**src/rtl/multicycle_control_unit.sv**
```systemverilog
// Multicycle RV32I control FSM: Moore state outputs plus ALU/branch decode, 3-5 cycles per instruction.
// Memory states stall on mem_ready (when MEM_HANDSHAKE=1) and abort to FETCH with bus_err after WAIT_MAX waits.
module multicycle_control_unit #(
  parameter int ALU_CTRL_W    = 3,
  parameter bit MEM_HANDSHAKE = 1'b1,
  parameter int WAIT_MAX      = 15
) (
  input  logic                  clk,
  input  logic                  rst_n,
  input  logic [6:0]            op,
  input  logic [2:0]            funct3,
  input  logic                  funct7b5,
  input  logic                  Zero,
  input  logic                  SignFlag,
  input  logic                  mem_ready,
  output logic                  mem_req,
  output logic                  PCWrite,
  output logic                  AdrSrc,
  output logic                  IRWrite,
  output logic                  MemWrite,
  output logic                  RegWrite,
  output logic [1:0]            ResultSrc,
  output logic [1:0]            ALUSrcA,
  output logic [1:0]            ALUSrcB,
  output logic [1:0]            ImmSrc,
  output logic [ALU_CTRL_W-1:0] ALUControl,
  output logic                  illegal_op,
  output logic                  bus_err,
  output logic [3:0]            state
);

  localparam int WAIT_W = $clog2(WAIT_MAX + 1);

  typedef enum logic [3:0] {
    S_FETCH    = 4'd0,
    S_DECODE   = 4'd1,
    S_MEMADR   = 4'd2,
    S_MEMREAD  = 4'd3,
    S_MEMWB    = 4'd4,
    S_MEMWRITE = 4'd5,
    S_EXECR    = 4'd6,
    S_EXECI    = 4'd7,
    S_ALUWB    = 4'd8,
    S_BRANCH   = 4'd9,
    S_JAL      = 4'd10
  } state_t;

  state_t            r_state;
  state_t            w_next;
  logic [WAIT_W-1:0] r_wait;
  logic [WAIT_W-1:0] w_wait_nxt;
  logic              w_mem_state;
  logic              w_complete;
  logic              w_timeout;
  logic              w_is_sw;
  logic              w_take;
  logic              w_bad_br;
  logic [2:0]        w_alu_dec;
  logic [2:0]        w_alu_sel;
  logic              w_pcw;
  logic              w_irw;
  logic              w_mw;
  logic              w_rw;

  assign w_mem_state = (r_state == S_FETCH) || (r_state == S_MEMREAD) || (r_state == S_MEMWRITE);
  assign w_complete  = !MEM_HANDSHAKE || mem_ready;
  assign w_timeout   = w_mem_state && !w_complete && (r_wait == WAIT_W'(WAIT_MAX));
  assign w_is_sw     = (op == 7'b0100011);
  assign w_wait_nxt  = (w_mem_state && !w_complete && !w_timeout) ? r_wait + WAIT_W'(1) : '0;

  always_ff @(posedge clk or negedge rst_n) begin
    if (!rst_n) begin
      r_state <= S_FETCH;
      r_wait  <= '0;
    end else begin
      r_state <= w_next;
      r_wait  <= w_wait_nxt;
    end
  end

  always_comb begin
    w_alu_dec = 3'b000;
    case (funct3)
      3'b000:  w_alu_dec = (op[5] && funct7b5) ? 3'b010 : 3'b000;
      3'b001:  w_alu_dec = 3'b001;
      3'b100:  w_alu_dec = 3'b100;
      3'b101:  w_alu_dec = funct7b5 ? 3'b011 : 3'b101;
      3'b110:  w_alu_dec = 3'b110;
      3'b111:  w_alu_dec = 3'b111;
      default: w_alu_dec = 3'b000;
    endcase
  end

  always_comb begin
    w_take   = 1'b0;
    w_bad_br = 1'b0;
    case (funct3)
      3'b000:  w_take = Zero;
      3'b001:  w_take = ~Zero;
      3'b100:  w_take = SignFlag;
      3'b101:  w_take = ~SignFlag;
      default: w_bad_br = 1'b1;
    endcase
  end

  always_comb begin
    w_next     = r_state;
    w_pcw      = 1'b0;
    w_irw      = 1'b0;
    w_mw       = 1'b0;
    w_rw       = 1'b0;
    AdrSrc     = 1'b0;
    ResultSrc  = 2'b00;
    ALUSrcA    = 2'b00;
    ALUSrcB    = 2'b00;
    ImmSrc     = 2'b00;
    w_alu_sel  = 3'b000;
    illegal_op = 1'b0;
    bus_err    = w_timeout;
    case (r_state)
      S_FETCH: begin
        ALUSrcB   = 2'b10;
        ResultSrc = 2'b10;
        w_irw     = w_complete;
        w_pcw     = w_complete;
        w_next    = w_complete ? S_DECODE : S_FETCH;
      end
      S_DECODE: begin
        ALUSrcA = 2'b01;
        ALUSrcB = 2'b01;
        ImmSrc  = 2'b10;
        case (op)
          7'b0000011, 7'b0100011: w_next = S_MEMADR;
          7'b0110011:             w_next = S_EXECR;
          7'b0010011:             w_next = S_EXECI;
          7'b1100011:             w_next = S_BRANCH;
          7'b1101111:             w_next = S_JAL;
          default: begin
            illegal_op = 1'b1;
            w_next     = S_FETCH;
          end
        endcase
      end
      S_MEMADR: begin
        ALUSrcA = 2'b10;
        ALUSrcB = 2'b01;
        ImmSrc  = w_is_sw ? 2'b01 : 2'b00;
        w_next  = w_is_sw ? S_MEMWRITE : S_MEMREAD;
      end
      S_MEMREAD: begin
        AdrSrc = 1'b1;
        if (w_timeout)       w_next = S_FETCH;
        else if (w_complete) w_next = S_MEMWB;
      end
      S_MEMWB: begin
        ResultSrc = 2'b01;
        w_rw      = 1'b1;
        w_next    = S_FETCH;
      end
      S_MEMWRITE: begin
        AdrSrc = 1'b1;
        w_mw   = w_complete;
        if (w_complete || w_timeout) w_next = S_FETCH;
      end
      S_EXECR: begin
        ALUSrcA   = 2'b10;
        w_alu_sel = w_alu_dec;
        w_next    = S_ALUWB;
      end
      S_EXECI: begin
        ALUSrcA   = 2'b10;
        ALUSrcB   = 2'b01;
        w_alu_sel = w_alu_dec;
        w_next    = S_ALUWB;
      end
      S_ALUWB: begin
        w_rw   = 1'b1;
        w_next = S_FETCH;
      end
      S_BRANCH: begin
        ALUSrcA    = 2'b10;
        w_alu_sel  = 3'b010;
        w_pcw      = w_take;
        illegal_op = w_bad_br;
        w_next     = S_FETCH;
      end
      S_JAL: begin
        ALUSrcA = 2'b01;
        ALUSrcB = 2'b10;
        ImmSrc  = 2'b11;
        w_pcw   = 1'b1;
        w_next  = S_ALUWB;
      end
      default: w_next = S_FETCH;
    endcase
  end

  // Enables are qualified by rst_n so nothing writes while reset is asserted.
  assign PCWrite    = w_pcw & rst_n;
  assign IRWrite    = w_irw & rst_n;
  assign MemWrite   = w_mw & rst_n;
  assign RegWrite   = w_rw & rst_n;
  assign mem_req    = w_mem_state;
  assign ALUControl = ALU_CTRL_W'(w_alu_sel);
  assign state      = r_state;

endmodule

```
**config.mk**
```make
export PLATFORM = sky130hd
export DESIGN_NAME = multicycle_control_unit
export DESIGN_NICKNAME = d
export VERILOG_FILES = /design/src/rtl/multicycle_control_unit.sv
export SDC_FILE = /design/constraint.sdc
export NUM_CORES = 1
export LEC_CHECK = 0
export ABC_CLOCK_PERIOD_IN_PS = 2500
export CAP_MARGIN = 10
export CELL_PAD_IN_SITES_DETAIL_PLACEMENT = 0
export CELL_PAD_IN_SITES_GLOBAL_PLACEMENT = 1
export CORE_MARGIN = 1
export CORE_UTILIZATION = 30
export DETAILED_ROUTE_END_ITERATION = 7
export PLACE_DENSITY = 0.94
export SETUP_SLACK_MARGIN = 0.02
export SYNTH_ARGS = -nofsm -noshare
export SYNTH_HDL_FRONTEND = slang
export SYNTH_SLANG_ARGS = --single-unit
```
**constraint.sdc**
```tcl
create_clock -name clk -period 2.5 [get_ports clk]
set_input_delay 0.5 -clock clk [delete_from_list [all_inputs] [get_ports clk]]
set_output_delay 0.5 -clock clk [all_outputs]
set_load 0.03 [all_outputs]
```
* Yosys cells after proc, flatten, opt, wreduce, memory -nomap -nowiden
Index checks and enable logic that the tools add are counted.
** Cells by class
- $add $sub $neg :: 1
- Mux-type cells :: 26
- Eq/ne operators :: 24
- Bitwise operators :: 6
- Reductions and logical operators :: 23
** Operators by type and width (number)
- case mux 4 bit (6 select lines) :: 1
- case mux 4 bit (5 select lines) :: 1
- case mux 3 bit (6 select lines) :: 1
- == test 4 x 3 -> 1 bit (second input constant) :: 4
- == test 4 bit (second input constant) :: 4
- two-way mux 4 bit :: 4
- == test 7 x 6 -> 1 bit (second input constant) :: 2
- == test 7 bit (second input constant) :: 2
- == test 3 bit (second input constant) :: 4
- case mux 2 bit (2 select lines) :: 3
- OR reduction 2 bit :: 6
- == test 4 x 2 -> 1 bit (second input constant) :: 2
- two-way mux 1 bit :: 8
- OR reduction 4 bit :: 2
- == test 7 x 2 -> 1 bit (second input constant) :: 1
- == test 7 x 5 -> 1 bit (second input constant) :: 1
- two-way mux 3 bit :: 2
- case mux 2 bit (3 select lines) :: 1
- case mux 3 bit (2 select lines) :: 1
- OR reduction 3 bit :: 2
- OR reduction 6 bit :: 1
- adder 4 x 1 -> 4 bit (second input constant) :: 1
- AND 1 bit :: 4
- == test 4 x 1 -> 1 bit (second input constant) :: 1
- 14 further kinds :: 21
** Storage, ports and cells
- Flip-flop bits (word level) :: 8
- Word-level logic and storage cells :: 82
- Input port bits :: 16
- Output and inout port bits :: 23

* Depth between registers and ports, before layout
- Word-level depth :: 8
- Depth in mapped cells :: 5
- Depth with buffers taken out :: 5

* Worst setup path before layout
No wires, ideal clock.
- Kind :: register to output
- Start :: register r_state[1], in the netlist state[1]
- End :: output port mem_req
- Data arrival time :: 1.980 ns
- Stages on the path, launching flop included :: 6
- Path buffers :: 2
- Slack :: 0.020 ns
- Path through :: dfrtp_1 > buf_6 > buf_2 > xnor2_1 > nor3_1 > or2_2
** Between the ends
- Word-level cells in the longest chain between the ends :: 3
** Ends and longest elaborated chain
- from (decl) :: RTL line 48 : state_t r_state;
- from (signal assigned) :: RTL line 76 : r_state <= w_next;
- == test 4 x 2 -> 1 bit or logical NOT 4 bit (tied branches) :: RTL line 65 : assign w_mem_state = (r_state == S_FETCH) || (r_state == S_MEMREAD) || (r_state == S_MEMWRITE);
- logical OR 1 bit :: RTL line 65
- logical OR 1 bit (*) :: RTL line 65
- to (decl) :: RTL line 16 : output logic mem_req,
Every way passes the cells marked *; elsewhere a longest branch is shown, timed or not.

* Worst setup path in the final report
- Start :: input port op[4]
- End :: output port illegal_op
** Between the ends
- Word-level cells in the longest chain between the ends :: 4
** Ends and longest elaborated chain
- from (decl) :: RTL line 10 : input logic [6:0] op,
- == test 7 x 6 -> 1 bit, or another cell as far along :: RTL line 132 : case (op)
- OR reduction 6 bit (no line) (*)
- two-way mux 1 bit (*) :: RTL line 132
- case mux 1 bit (2 select lines) (*) :: RTL line 120 : case (r_state)
- to (decl) :: RTL line 27 : output logic illegal_op,
Marks and branches as above.

==> flow_summary.yaml <==
run_status:
  outcome: "finished clean"
detailed_routing:
  wirelength_routed_um: 2540
  detail_route.vias_per_cell: 5.18
  detail_route.first_pass.iterations: 4
  count_of_unresolved_drc_violations_after_routing: 0
  vias: 1016
  drtAntennaViolNets: 0
  wl_per_cell_um: 13.0
  drt_iter0_drc: 28
placed_design:
  detailed_placement_wirelength_estimate_um: 2040
  pre_cts_setup_slack_ns: 0.0439
  io_buffer_count: 38
  dpl-instance-area_um2: 1310
  gp_routability_congestion: 0.790
floorplan:
  design.die.area_um2: 3080
  floorplan.initialDensity_pct: 31.4
  dieHeight_um: 55.5
  placementRows: 19
  core-area_um2: 2730
  dieWidth_um: 55.5
  io_pins: 39
setup_path:
  timing_worst_setup_path_type: "input pin to output port"
  critical_path_s_most_frequent_cell: "sky130_fd_sc_hd__nor3_1"
  timing.rr.end: "state[2]"
  worst-endpoint-arrival_ns: 1.90
  timing.critical_path.from: "op[4]"
  r2r_start: "r_wait[0]"
  worstPathCellList: "clkdlybuf4s50_1 > nand3b_1 > nor3_1 > o31a_1 > nor3_1 > buf_4"
  slowest_delay_ns: 0.52
  critical_path_required_ns: 2.00
  timing.critical_path.to_type: "output port"
  highest_net_fanout_along_the_worst_path: 4
  type_of_origin_of_the_critical_path: "input pin"
  crit_path_max_delay_cell_type: "sky130_fd_sc_hd__clkdlybuf4s50_1"
  reg2regPathDepth: 5
  ff2ff_setup_slack_ns: 0.89
  endpoint: "illegal_op"
yosys:
  synth_enable_flop_cells: 0
  synth.top_cell.area_share_pct: 23.3
  synth_common_cells: "sky130_fd_sc_hd__nor2_1 (13), sky130_fd_sc_hd__nand2_1 (12), sky130_fd_sc_hd__nor3_1 (9)"
  ys_ff_latch: 8
  synth.yosys.seq_area_share_pct: 23.3
  mappedNetlistNets: 135
  dominantRegCellSynth: "sky130_fd_sc_hd__dfrtp_1"
  yosysUniqueCellTypes: 44
  synth.largest_area_cell: "sky130_fd_sc_hd__dfrtp_1"
  ys_async_sr_fraction_pct: 100
  synth_area_per_cell_um2: 7.27
  ranking_of_synthesized_cells_by_area: "sky130_fd_sc_hd__dfrtp_1 (23%), sky130_fd_sc_hd__nor2_1 (5.7%), sky130_fd_sc_hd__nor3_1 (5.2%), sky130_fd_sc_hd__nand2_1 (5.2%), sky130_fd_sc_hd__a21oi_1 (4.1%)"
  synthesis.yosys.warnings: 0
  netlist_instances: 118
  yosysMostFrequentCell: "sky130_fd_sc_hd__nor2_1"
  syn_area_um2: 858
global_route:
  grt_first_pass_wirelength_um: 4400
  grt_overflow: 0
  maximum_number_of_pins_on_one_net_before_global_route_repair: 15
  first_global_vias: 998
  initial_antenna_violation_count: 0
  grt.total_usage_pct: 17.3
sta:
  timing.final.crit_period_ns: 2.40
  fin_tns_setup_ns: 0
  report.final.slew_viol_count: 0
  timing.final.setup_violations: 0
  timing_worst_slew_pin_value_ns: 0.327
  slew-limit-headroom_pct: 78.2
  layout_worst_path_cycle_share_pct: 95.9
  timing.final.ws_setup_ns: 0.103
  rsz0062_at_grt: "no"
  timing_hold_violations_final: 0
  max_freq_ghz: 0.417
  timing.clock.skew_ns: 0.0107
pwr:
  power.sequential.fraction_pct: 16.2
  power.ir.vdd_worst_uv: 666
  p_per_area_nw_per_um2: 997
  total_leakage_power_uw: 0.000658
  totalPowerFinal_uw: 1360
  net-switching-power_uw: 712
  cell_internal_pwr_uw: 645
  p_comb_share_pct: 76.4
  clockPowerShare_pct: 7.3
  swShare_pct: 52.5
layout:
  drive_gt1_share_pct: 20.6
  fin_util_pct: 49.8
  antennaDiodeCount: 0
  finalNetCount: 184
  areaGrowthSynthToFinish_pct: 58.6
  n_fill_cell: 263
  sequential_cell_area_um2: 201
  multi_input_area_um2: 608
  stdcell_area_um2: 1360
clock_network:
  cts.clk_slew.worst_paths_ns: 0.05
  cts_htree_levels: 1
  ctsLongestPathBuffers: 2
  cts.sinks: 8
  cts_buffers: 3
  clk_latency_ns: 0.26
  cts_tree: "yes"
  cts_root_buf: "sky130_fd_sc_hd__clkbuf_4"
hold_path:
  worst_hold_path_type: "flop to flop"
run:
  maxCapViolCount: 0
[worst max-delay path, delay by kind of cell]
family                 cells  cell delay, ns
AO/OA/AOI/OAI              1            0.27
AND/OR/NAND/NOR            3            0.42
buffers and inverters      2            0.71
[registers in the layout (all words and copies together), names as in the netlist]
register and flops:
r_wait 4, state 4
[through the flow]
stage                     instances  hold slack, ns
after global routing            196           0.498
final                           196           0.466
after floorplan                 118           0.204
after CTS                       196           0.471
after global placement          193           0.445
after detailed placement        193           0.464
[power groups by stage]
stage	Clock (uW)	Sequential, uW	Combinational (uW)
final	99.6	220	1040
after global routing	111	229	1120
after detailed placement	0	223	1080
after floorplan	0	228	657
after global placement	0	219	1070
after CTS	103	222	1050
[layer usage]
metal / part of all wire, % / vias to the layer above / track usage, %
met5: 0 / - / 0
met4: 0 / 0 / 2.14
met3: 4.8 / 0 / 4.45
met2: 47 / 27 / 28.1
met1: 48 / 472 / 23.9
li1: - / 517 / -
[worst min path at each step]
stage / startpoint / endpoint / slack (ns) / cells after the start
2_1_floorplan: rst_n / r_wait[0] / 0.20 / 0
3_5_place_dp: r_wait[0] / r_wait[0] / 0.46 / 1
5_1_grt: r_wait[0] / r_wait[0] / 0.50 / 1
4_1_cts: r_wait[0] / r_wait[0] / 0.47 / 1
3_3_place_gp: r_wait[0] / r_wait[0] / 0.44 / 1
6_report: r_wait[0] / r_wait[0] / 0.47 / 1
[what timing repair did]
action / CTS / global route
hold buffers: 0 / 0
buffers inserted: 0 / 0
hold endpoints to repair: 0 / 0
gates resized for setup: 6 / 9
endpoints found under the setup margin: 6 / 7
[placed cells by master, fill, tap and decap left out, types with 7 or more instances in the layout]
master / instances
sky130_fd_sc_hd__clkdlybuf4s50_1: 16
sky130_fd_sc_hd__nor2_1: 13
sky130_fd_sc_hd__nand2_1: 12
sky130_fd_sc_hd__buf_4: 24
sky130_fd_sc_hd__nor3_1: 9
sky130_fd_sc_hd__a21oi_1: 7
sky130_fd_sc_hd__dlymetal6s2s_1: 7
sky130_fd_sc_hd__dfrtp_1: 7
[cell type report]
class | count | area share (%)
timing repair buffer | 52 | 34.7
clock buffer | 3 | 1.65
tap | 31 | 2.85
sequential | 8 | 14.8
multi-input combinational | 97 | 44.7
inverter | 5 | 1.38
[cell families (layout without fill, tap and decap cells)]
kind of cell / count (synthesis) / after routing / share of synthesized area, %
simple gates: 60 / 60 / 37.2
flops: 8 / 8 / 23.3
buf+inv: 13 / 60 / 7.73
xor+xnor: 6 / 6 / 6.12
mux: 1 / 1 / 1.17
fa+ha+maj: 1 / 1 / 1.46
compound gates: 29 / 29 / 23.0
Note: power is estimated with default switching activity, not from simulation.
